[src/rtl/mult_seq_ctrl.sv]
// -----------------------------------------------------------------------------
// mult_seq_ctrl
//
// Sequential shift-and-add multiplier. One N-bit adder with carry-in is shared
// by every arithmetic step: the partial-product adds during CALC, and (signed
// build only) the operand negation on the start cycle and the final two-step
// product negation.
//
// Ports
//   clk_i    in   1    clock, all state changes on the rising edge
//   rst_i    in   1    synchronous active-high reset, wins over start_i
//   start_i  in   1    begin a multiply; only honoured while ready_o=1
//   a_i      in   N    multiplicand, captured on the accepted start
//   b_i      in   N    multiplier, captured on the accepted start
//   ready_o  out  1    high only while idle
//   done_o   out  1    one-cycle pulse when p_o holds the new product
//   p_o      out  2N   product, stable from done_o until the next accepted start
//
// Configuration
//   SIGNED_MULT_EN  when defined, a_i/b_i are two's complement and p_o is the
//                   signed product; when undefined the multiply is unsigned.
// -----------------------------------------------------------------------------
module mult_seq_ctrl #(
  parameter int N = 32
) (
  input  logic           clk_i,
  input  logic           rst_i,
  input  logic           start_i,
  input  logic [N-1:0]   a_i,
  input  logic [N-1:0]   b_i,
  output logic           ready_o,
  output logic           done_o,
  output logic [2*N-1:0] p_o
);

  localparam logic [2:0] S_IDLE   = 3'd0;
  localparam logic [2:0] S_CALC   = 3'd1;
  localparam logic [2:0] S_DONE   = 3'd2;
`ifdef SIGNED_MULT_EN
  localparam logic [2:0] S_NEG_LO = 3'd3;
  localparam logic [2:0] S_NEG_HI = 3'd4;
`endif

  // The cycle counter is a thermometer code: one more 1 shifts in per CALC
  // cycle, so the count value is the number of ones and no incrementer is
  // needed next to the single shared adder.
  localparam logic [N-2:0] CNT_ONE = (N-1)'(1);

  logic [2:0]   r_state;
  logic [N-1:0] r_mcand;
  logic [N-1:0] r_mplier;
  logic [N-1:0] r_accHi;
  logic [N-1:0] r_accLo;
  logic [N-2:0] r_count;

`ifdef SIGNED_MULT_EN
  logic         r_sign;
  logic         r_nonZero;
  logic         r_bNeg;
  logic         r_seenOne;
  logic         r_negCarry;
`endif

  logic [N-1:0] w_addA;
  logic [N-1:0] w_addB;
  logic         w_cin;
  logic [N-1:0] w_sum;
  logic         w_cout;
  logic         w_mBit;

  assign ready_o = (r_state == S_IDLE);
  assign done_o  = (r_state == S_DONE);
  assign p_o     = {r_accHi, r_accLo};

  // Effective multiplier bit for this CALC cycle. In the signed build a
  // negative multiplier is negated bit-serially as it shifts out: each bit of
  // -b equals b[i] XOR (any 1 seen below bit i), which yields the magnitude
  // without spending the adder on the start cycle a second time.
`ifdef SIGNED_MULT_EN
  assign w_mBit = r_bNeg ? (r_mplier[0] ^ r_seenOne) : r_mplier[0];
`else
  assign w_mBit = r_mplier[0];
`endif

  // Operand steering for the one shared adder. CALC adds the multiplicand
  // (or zero) to the high accumulator half; the signed states reuse the same
  // adder as ~x + 0 + cin to form two's complement negations.
  always_comb begin
    w_addA = r_accHi;
    w_addB = '0;
    w_cin  = 1'b0;
    case (r_state)
      S_CALC: begin
        w_addB = w_mBit ? r_mcand : '0;
      end
`ifdef SIGNED_MULT_EN
      S_IDLE: begin
        w_addA = ~a_i;
        w_cin  = 1'b1;
      end
      S_NEG_LO: begin
        w_addA = ~r_accLo;
        w_cin  = 1'b1;
      end
      S_NEG_HI: begin
        w_addA = ~r_accHi;
        w_cin  = r_negCarry;
      end
`endif
      default: begin
      end
    endcase
  end

  // The shared adder itself: N-bit sum plus carry-out.
  assign {w_cout, w_sum} = {1'b0, w_addA} + {1'b0, w_addB} + {{N{1'b0}}, w_cin};

  // Control FSM and datapath registers. Each CALC cycle shifts
  // {cout, sum, acc_lo} right by one, so the final carry lands in the MSB of
  // the high half and the product never overflows 2N bits.
  always_ff @(posedge clk_i) begin
    if (rst_i) begin
      r_state    <= S_IDLE;
      r_mcand    <= '0;
      r_mplier   <= '0;
      r_accHi    <= '0;
      r_accLo    <= '0;
      r_count    <= '0;
`ifdef SIGNED_MULT_EN
      r_sign     <= 1'b0;
      r_nonZero  <= 1'b0;
      r_bNeg     <= 1'b0;
      r_seenOne  <= 1'b0;
      r_negCarry <= 1'b0;
`endif
    end else begin
      case (r_state)
        S_IDLE: begin
          if (start_i) begin
`ifdef SIGNED_MULT_EN
            // Multiplicand magnitude comes from the adder (~a + 1); the
            // most negative value maps onto 2^(N-1), which still fits N bits.
            r_mcand    <= a_i[N-1] ? w_sum : a_i;
            r_sign     <= a_i[N-1] ^ b_i[N-1];
            r_nonZero  <= (|a_i) & (|b_i);
            r_bNeg     <= b_i[N-1];
            r_seenOne  <= 1'b0;
            r_negCarry <= 1'b0;
`else
            r_mcand    <= a_i;
`endif
            r_mplier   <= b_i;
            r_accHi    <= '0;
            r_accLo    <= '0;
            r_count    <= '0;
            r_state    <= S_CALC;
          end
        end

        S_CALC: begin
          r_accHi  <= {w_cout, w_sum[N-1:1]};
          r_accLo  <= {w_sum[0], r_accLo[N-1:1]};
          r_mplier <= r_mplier >> 1;
`ifdef SIGNED_MULT_EN
          r_seenOne <= r_seenOne | r_mplier[0];
`endif
          if (r_count[N-2]) begin
            r_count <= '0;
`ifdef SIGNED_MULT_EN
            // A zero product skips negation so it keeps the short latency.
            r_state <= (r_sign & r_nonZero) ? S_NEG_LO : S_DONE;
`else
            r_state <= S_DONE;
`endif
          end else begin
            r_count <= (r_count << 1) | CNT_ONE;
          end
        end

`ifdef SIGNED_MULT_EN
        S_NEG_LO: begin
          r_accLo    <= w_sum;
          r_negCarry <= w_cout;
          r_state    <= S_NEG_HI;
        end

        S_NEG_HI: begin
          r_accHi <= w_sum;
          r_state <= S_DONE;
        end
`endif

        S_DONE: begin
          r_state <= S_IDLE;
        end

        default: begin
          r_state <= S_IDLE;
        end
      endcase
    end
  end

endmodule

[config.mk]
export PLATFORM = sky130hd
export DESIGN_NAME = mult_seq_ctrl
export DESIGN_NICKNAME = d
export VERILOG_FILES = /design/src/rtl/mult_seq_ctrl.sv
export SDC_FILE = /design/constraint.sdc
export NUM_CORES = 1
export LEC_CHECK = 0
export CORE_MARGIN = 4
export CORE_UTILIZATION = 55
export DETAILED_ROUTE_END_ITERATION = 8
export GPL_ROUTABILITY_DRIVEN = 0
export PLACE_DENSITY = 0.89
export SETUP_SLACK_MARGIN = 0.2
export SYNTH_ARGS = -nofsm -noshare
export SYNTH_HDL_FRONTEND = slang
export SYNTH_SLANG_ARGS = --single-unit
[constraint.sdc]
create_clock -name clk_i -period 6.5 [get_ports clk_i]
set_input_delay 1.625 -clock clk_i [delete_from_list [all_inputs] [get_ports clk_i]]
set_output_delay 1.625 -clock clk_i [all_outputs]
set_load 0.01 [all_outputs]
# [Word level (Yosys, flattened, before mapping)]
# Cells that the tools add are included.
[word_totals] ff_bits=162 inputBits=67 out_inout_bits=66 wordCells=29
[classes] n_addsub=1 n_eq_ne=4 n_mux=13 n_reduce_logical=5
[op_table] cell="$pmux W32 S2" count=3
[op_table] cell="$mux W32" count=4
[op_table] cell="$mux W31" count=2
[op_table] cell="$pmux W31 S2" count=1
[op_table] cell="$add A32 B32 Y33" count=1
[op_table] cell="$mux W3" count=2
[op_table] cell="$pmux W3 S2" count=1
[op_table] cell="$reduce_and A2 Y1" count=3
[op_table] cell="$ne A2 B2 Y1 const B" count=2
[op_table] cell="$eq A3 B1 Y1 const B" count=1
[op_table] cell="$eq A3 B2 Y1 const B" count=1
[op_table] cell="$logic_not A3 Y1" count=1
[op_table] cell="$reduce_bool A2 Y1" count=1

# [Depth between registers and ports, before layout]
# Gate-level depths: netlist of run 1.
[logic_depth] ltp_word=4 mapped_depth=16 ltp_nobuf=13

# [Worst setup path after synthesis of run 1]
# OpenSTA, ideal clock, no wires.
[synth_timing] path_type="reg-to-reg" from="register r_state[0]" to="register r_accHi[24]" setup_time_ns=0.069 t_arrival_ns=3.689 required_ns=6.431 slack_ns=2.742 stages_incl_launch_ff=16 n_path_buf=3 synth_period_minus_slack_ns=3.758 cell_sequence="dfxtp_1 > nor2b_1 > clkbuf_1 > clkbuf_1 > clkbuf_1 > nand3_1 > inv_1 > ha_1 > a211oi_1 > o21bai_1 > o21a_1 > or4_1 > a211o_1 > a41oi_2 > mux2_1 > o21ai_1"
[synth_between] elab_chain_cells=4 word_cells_on_any_way=8 cone_classes="1 x add/sub; 2 x eq/ne; 2 x mux; 3 x reduce/logical"
[synth_lines] element="from (decl)" line_no="49" rtl="logic [2:0] r_state;"
[synth_lines] element="from (signal assigned)" line_no="123" rtl="r_state <= S_IDLE;"
[synth_lines] element="from (signal assigned)" line_no="156" rtl="r_state <= S_CALC;"
[synth_lines] element="from (signal assigned)" line_no="173" rtl="r_state <= S_DONE;"
[synth_lines] element="$eq A3 B1 Y1" line_no="92, 137"
[synth_lines] element="$mux W32" line_no="92" rtl="case (r_state)"
[synth_lines] element="$add A32 B32 Y33" line_no="116" rtl="assign {w_cout, w_sum} = {1'b0, w_addA} + {1'b0, w_addB} + {{N{1'b0}}, w_cin};"
[synth_lines] element="$pmux W32 S2" line_no="137" rtl="case (r_state)"
[synth_lines] element="to (signal assigned)" line_no="161" rtl="r_accHi <= {w_cout, w_sum[N-1:1]};"
[synth_lines] element="to (decl)" line_no="52" rtl="logic [N-1:0] r_accHi;"
# Parallel ways exist; a longest one is shown, timed or not.
# A chain may end at the register's enable or synchronous reset.

# [Worst setup path after layout of run 1]
# Ends and elaborated chain as after synthesis.

==> results of run 1 <==
[final cells by class]
cell class,instances,area (um^2),share of cell area [%]
multi-input combinational,694,4020,42.3
sequential,161,3220,34.0
timing repair buffer,141,1390,14.6
clock buffer,24,502,5.29
tap,176,220,2.32
clock inverter,7,98.8,1.04
inverter,11,41.3,0.435
[cells in the final DEF, fill, tap and decap left out, types with 2 or more instances in the layout]
cell type	Yosys	layout
a211oi_1	4	4
a21o_1	14	14
a21oi_1	74	74
a22oi_1	65	65
a311oi_1	31	31
a31oi_1	3	3
and2_1	3	2
and3_1	32	32
buf_4	0	10
bufinv_16	0	2
clkbuf_1	63	2
clkbuf_16	0	17
clkbuf_8	0	5
clkdlybuf4s50_1	0	131
clkinvlp_4	0	4
dfxtp_1	161	161
ha_1	32	32
inv_1	11	11
nand2_1	174	173
nand2b_1	3	2
nand3_1	19	19
nand4_1	6	6
nor2_1	116	116
nor2b_1	7	6
nor3_1	5	5
nor4b_1	2	2
o2111ai_1	2	2
o211ai_1	2	2
o21a_1	7	7
o21ai_0	33	33
o21ai_1	3	3
o21bai_1	6	5
o41a_1	2	2
or2_2	2	2
or3_1	2	2
or4_1	3	3
xnor2_1	14	14
xor2_1	12	12
[flip-flops by register name, summed over array words and instances (netlist names)]
register	flops
r_count	31
r_state	2
r_mplier	32
r_accLo	32
r_mcand	32
r_accHi	32
[Yosys cell counts, types with 12 or more instances]
| master | number |
|---|---|
| a21o_1 | 14 |
| a21oi_1 | 74 |
| a22oi_1 | 65 |
| a311oi_1 | 31 |
| and3_1 | 32 |
| clkbuf_1 | 63 |
| dfxtp_1 | 161 |
| ha_1 | 32 |
| nand2_1 | 174 |
| nand3_1 | 19 |
| nor2_1 | 116 |
| o21ai_0 | 33 |
| xnor2_1 | 14 |
| xor2_1 | 12 |
[layer usage]
layer,track usage (%),vias to the layer above
li1,-,3482
met1,29.5,3256
met2,39.3,241
met3,7.12,39
met4,7.78,0
met5,0,-
[cells by family after synthesis]
| group | count (synthesis) | share of synthesized area, % |
|---|---|---|
| mux | 1 | 0.150 |
| compound gates | 258 | 22.9 |
| flops | 161 | 42.8 |
| simple gates | 376 | 21.3 |
| fa+ha+maj | 33 | 5.59 |
| xor+xnor | 26 | 3.03 |
| buf+inv | 83 | 4.14 |
[report_power, final]
| group | internal (mW) | switching [mW] |
|---|---|---|
| Combinational | 0.0767 | 0.113 |
| Clock | 0.616 | 0.390 |
| Sequential | 1.02 | 0.0232 |
| Total | 1.71 | 0.526 |
[stage by stage]
stage | utilization, % | instance area, um^2
global placement | 66.6 | 8890
floorplan | - | 7530
CTS | 71.1 | 9490
finish | 71.1 | 9490
detailed placement | 66.6 | 8890
global route | 71.1 | 9490
[critical path, stage by stage (launching register included)]
cell	delay (ns)
dfxtp_1	0.46
nor2b_4	0.40
buf_4	0.37
nand3_1	0.18
inv_1	0.15
ha_1	0.26
a211oi_1	0.26
o21bai_1	0.16
o21a_1	0.23
or4_1	0.52
a211o_1	0.35
a41oi_2	0.21
mux2_1	0.33
o21ai_1	0.11
[final timing paths]
path         cells past startpoint         from          end
max                             13   r_state[0]  r_accHi[24]
min                              2  r_mcand[11]  r_mcand[11]
max reg2reg                     13   r_state[0]  r_accHi[24]
min reg2reg                      2  r_mcand[11]  r_mcand[11]
==> out/qor.txt, run 1 <==
Share of cells above drive strength 1: 4.62%
Clk sink count: 161
Seq/Total Area, Yosys: 42.8%
Metal-1 WL: 8110 um
Number of flops mapped to enable cells by yosys: 0
Post-synth top area share: 42.8%
Hold WC Path Type: reg2reg
DR WL met2: 9330 um
DR vias: 7018
Crit end category: flop
Worst skew pair latency: 0.43 ns
Critical path type: reg2reg
DR WL/cell: 15.8 um
DR vias/cell: 5.78
Nets: 1126
Detailed-route wire length: 19200 um
GRT Total Usage: 23.6%
Synth Instances: 938
Post-CTS sizing: 0
Layout Skew: 0.00962 ns
First-pass DRT Iterations: 5
Detail Route Antenna Nets: 0
RSZ-0062 raised after global routing: no
DP Wirelength: 12600 um
Worst Setup Slack post-DPL: 2.47 ns
Worst-Margin Slew: 1.05 ns
# Post-CTS Setup Buffers: 0
Yosys top cell by area: dfxtp_1
Core area: 13300 um^2
WL met3: 1280 um
CP startpoint kind: flop
Mapped Area: 7530 um^2
Die W: 125 um
Rel. slew slack: 29.8%
Fin crit share: 62.7%
CTS tree: done
Non-Filler Instances: 1214
Main area contributors after synthesis: dfxtp_1 (43%), nand2_1 (8.7%), a22oi_1 (6.5%)
Layout area overhead: 26.1%
Max Cap Violations: 0
Filler Cell Count: 1019
Cell Pwr Density: 236 nW/um^2
Die area: 15600 um^2
1st-iter DRT viols: 790
Power Total: 2.24 mW
Post-Syn Area per Cell: 8.02 um^2
H-Tree Depth: 4
Min Tclk post-route: 4.07 ns
CP arrival: 4.42 ns
First-pass GRT wire length: 31000 um
Slew Limit Fails: 0
Pin count of the biggest net entering global routing: 88
IO Pins: 133
Worst setup margin: 2.43 ns
Number of synthesized register bits: 161
Clock buffer depth: 2
Uppermost layer routed: met4
YS warnings: 0
Setup violators final: 0
Lkg Pwr: 3.74 nW
Antenna violations before repair: 0
Hold_ws: 0.453 ns
N_diodes: 0
Reg2Reg Setup Slack: 2.43 ns
Vias in the first global route: 6571
Drc violations: 0
Worst-path clk slew: 0.06 ns
Gr ovfl total: 0
TritonCTS Buffers: 17
Setup TNS: 0 ns
Syn nets: 1038
Placed insts: 1183
CP Data Required Time: 6.84 ns
Status: complete, no violations
Hold buffers post-CTS: 0
Prevailing post-synth register cell: dfxtp_1
Root Buffer: clkbuf_16
Hold Fails Final Rpt: 0
CP max FO: 30
Initial Util: 56.4%
Maximum VDD drop: 190 uV
Synth cell types: 49
Row count: 42
Ys async rst share: 0%
I/O Buffers: 132
Die Ht: 125 um
Fmax: 245 MHz
Power figures use the tool's default switching activity.
==> run 2, diff against run 1 <==
Settings changed: CORE_UTILIZATION 55 to 48, PLACE_DENSITY 0.89 to 0.83.
Clock period 6.5 ns to 3.5 ns, I/O delays scaled along.
==> out/qor.txt, run 2 (synthesis results as in run 1) <==
Worst Setup Slack post-DPL: 0.174 ns
CP max FO: 6
First-pass GRT wire length: 31600 um
Hold WC Path Type: reg2reg
DR WL/cell: 15.4 um
Commonest cells after routing, fill and taps aside: nand2_1 (173), dfxtp_1 (159), clkdlybuf4s50_1 (131)
Max Cap Violations: 0
Post-DP Area: 9050 um^2
Hold Crit Start: r_mcand[28]
Fmax: 312 MHz
Detail Route Antenna Nets: 0
Die area: 17700 um^2
Root Buffer: clkbuf_16
Non-Filler Instances: 1261
Status: complete, no violations
Antenna violations before repair: 0
Gr ovfl total: 0
Cell Pwr Density: 434 nW/um^2
Slew Limit Fails: 0
Hold Fails Final Rpt: 0
First-pass DRT Iterations: 8
Detailed-route wire length: 19500 um
Post-layout instance area: 9770 um^2
DR vias/cell: 5.69
RSZ-0062 raised after global routing: yes
Row count: 45
DR vias: 7175
DP Wirelength: 13400 um
Nets: 1138
Maximum VDD drop: 363 uV
Placed insts: 1226
CTS tree: done
Die W: 133 um
Most common cell after layout, fill and taps aside: nand2_1
N_diodes: 0
CP Data Required Time: 3.84 ns
Core area: 15300 um^2
Vias in the first global route: 6583
GRT Total Usage: 21.2%
Setup TNS: 0 ns
Pin count of the biggest net entering global routing: 73
Die Ht: 133 um
R2r startpoint: r_state[0]
Worst-path clk slew: 0.06 ns
Layout area overhead: 29.7%
TritonCTS Buffers: 17
Clock buffer depth: 2
Layout Skew: 0.0109 ns
Min Tclk post-route: 3.21 ns
Clk sink count: 161
H-Tree Depth: 4
Worst-Margin Slew: 0.755 ns
Rel. slew slack: 49.7%
Critical path type: reg2reg
Lkg Pwr: 3.82 nW
Drc violations: 0
Util after Layout: 64.0%
CP arrival: 3.55 ns
Initial Util: 49.3%
1st-iter DRT viols: 687
Share of cells above drive strength 1: 7.52%
CP startpoint kind: flop
IO Pins: 133
Worst setup margin: 0.291 ns
Filler Cell Count: 1233
Hold buffers post-CTS: 0
Worst skew pair latency: 0.42 ns
Setup violators final: 0
Worst Setup SP: r_state[0]
I/O Buffers: 132
Crit end category: flop
Fin crit share: 91.7%
-- run 2: cell types whose count changed in the layout (fill, tap and decap cells not counted), sizes merged --
cell / delta
buf: +11
clkbuf: -4
clkinv: +3
clkinvlp: -3
bufinv: +2
inv: +2
nor2b: +1
-- run 2: worst paths after layout --
check	endpoint	slack, ns	cells after the start
max	r_accHi[24]	0.29	11
min	r_mcand[28]	0.45	2
max reg2reg	r_accHi[24]	0.29	11
min reg2reg	r_mcand[28]	0.45	2
-- run 2: final cells by class --
| cell class | count | area [um^2] | area share, % |
|---|---|---|---|
| clock buffer | 20 | 437 | 4.47 |
| clock inverter | 11 | 176 | 1.81 |
| inverter | 11 | 41.3 | 0.423 |
| multi-input combinational | 695 | 4130 | 42.3 |
| sequential | 161 | 3230 | 33.1 |
| tap | 211 | 264 | 2.70 |
| timing repair buffer | 152 | 1490 | 15.2 |
-- run 2: stage by stage --
step	hold slack (ns)	total power, mW
3_3_place_gp	0.441	2.33
3_5_place_dp	0.443	2.34
6_report	0.451	4.24
4_1_cts	0.452	4.27
2_1_floorplan	0.432	2.19
5_1_grt	0.471	4.40
-- run 2: what timing repair did --
| item | 4_1_cts | 5_1_grt |
|---|---|---|
| setup endpoints to repair | 4 | 7 |
| buffers inserted | 0 | 3 |
| pin swaps | 0 | 6 |
| gates resized for setup | 4 | 15 |
| gates cloned | 1 | 0 |
| endpoints found under the hold margin | 0 | 0 |
-- run 2: metal layers --
| metal | routed length [um] | part of all wire [%] | track usage (%) | vias to the layer above |
|---|---|---|---|---|
| met1 | 8430 | 43 | 28.0 | 3400 |
| met2 | 9370 | 48 | 34.3 | 246 |
| li1 | - | - | - | 3494 |
| met4 | 425 | 2.2 | 7.43 | 0 |
| met5 | 0 | 0 | 0 | - |
| met3 | 1230 | 6.3 | 4.95 | 35 |
-- run 2: critical path, stage by stage (launching register included) --
cell	delay [ns]
dfxtp_4	0.39
nor2b_4	0.24
and3_4	0.22
ha_4	0.21
a21o_1	0.18
o21bai_2	0.21
o21a_1	0.23
or4_4	0.50
a211o_1	0.33
a41oi_2	0.20
mux2_4	0.31
o21ai_1	0.11
-- run 2: power by group --
group          leakage, nW  total (mW)  internal (mW)  switching [mW]
Clock                0.295        1.93           1.20           0.735
Sequential            1.31        1.93           1.90          0.0370
Combinational         2.21       0.376          0.156           0.220
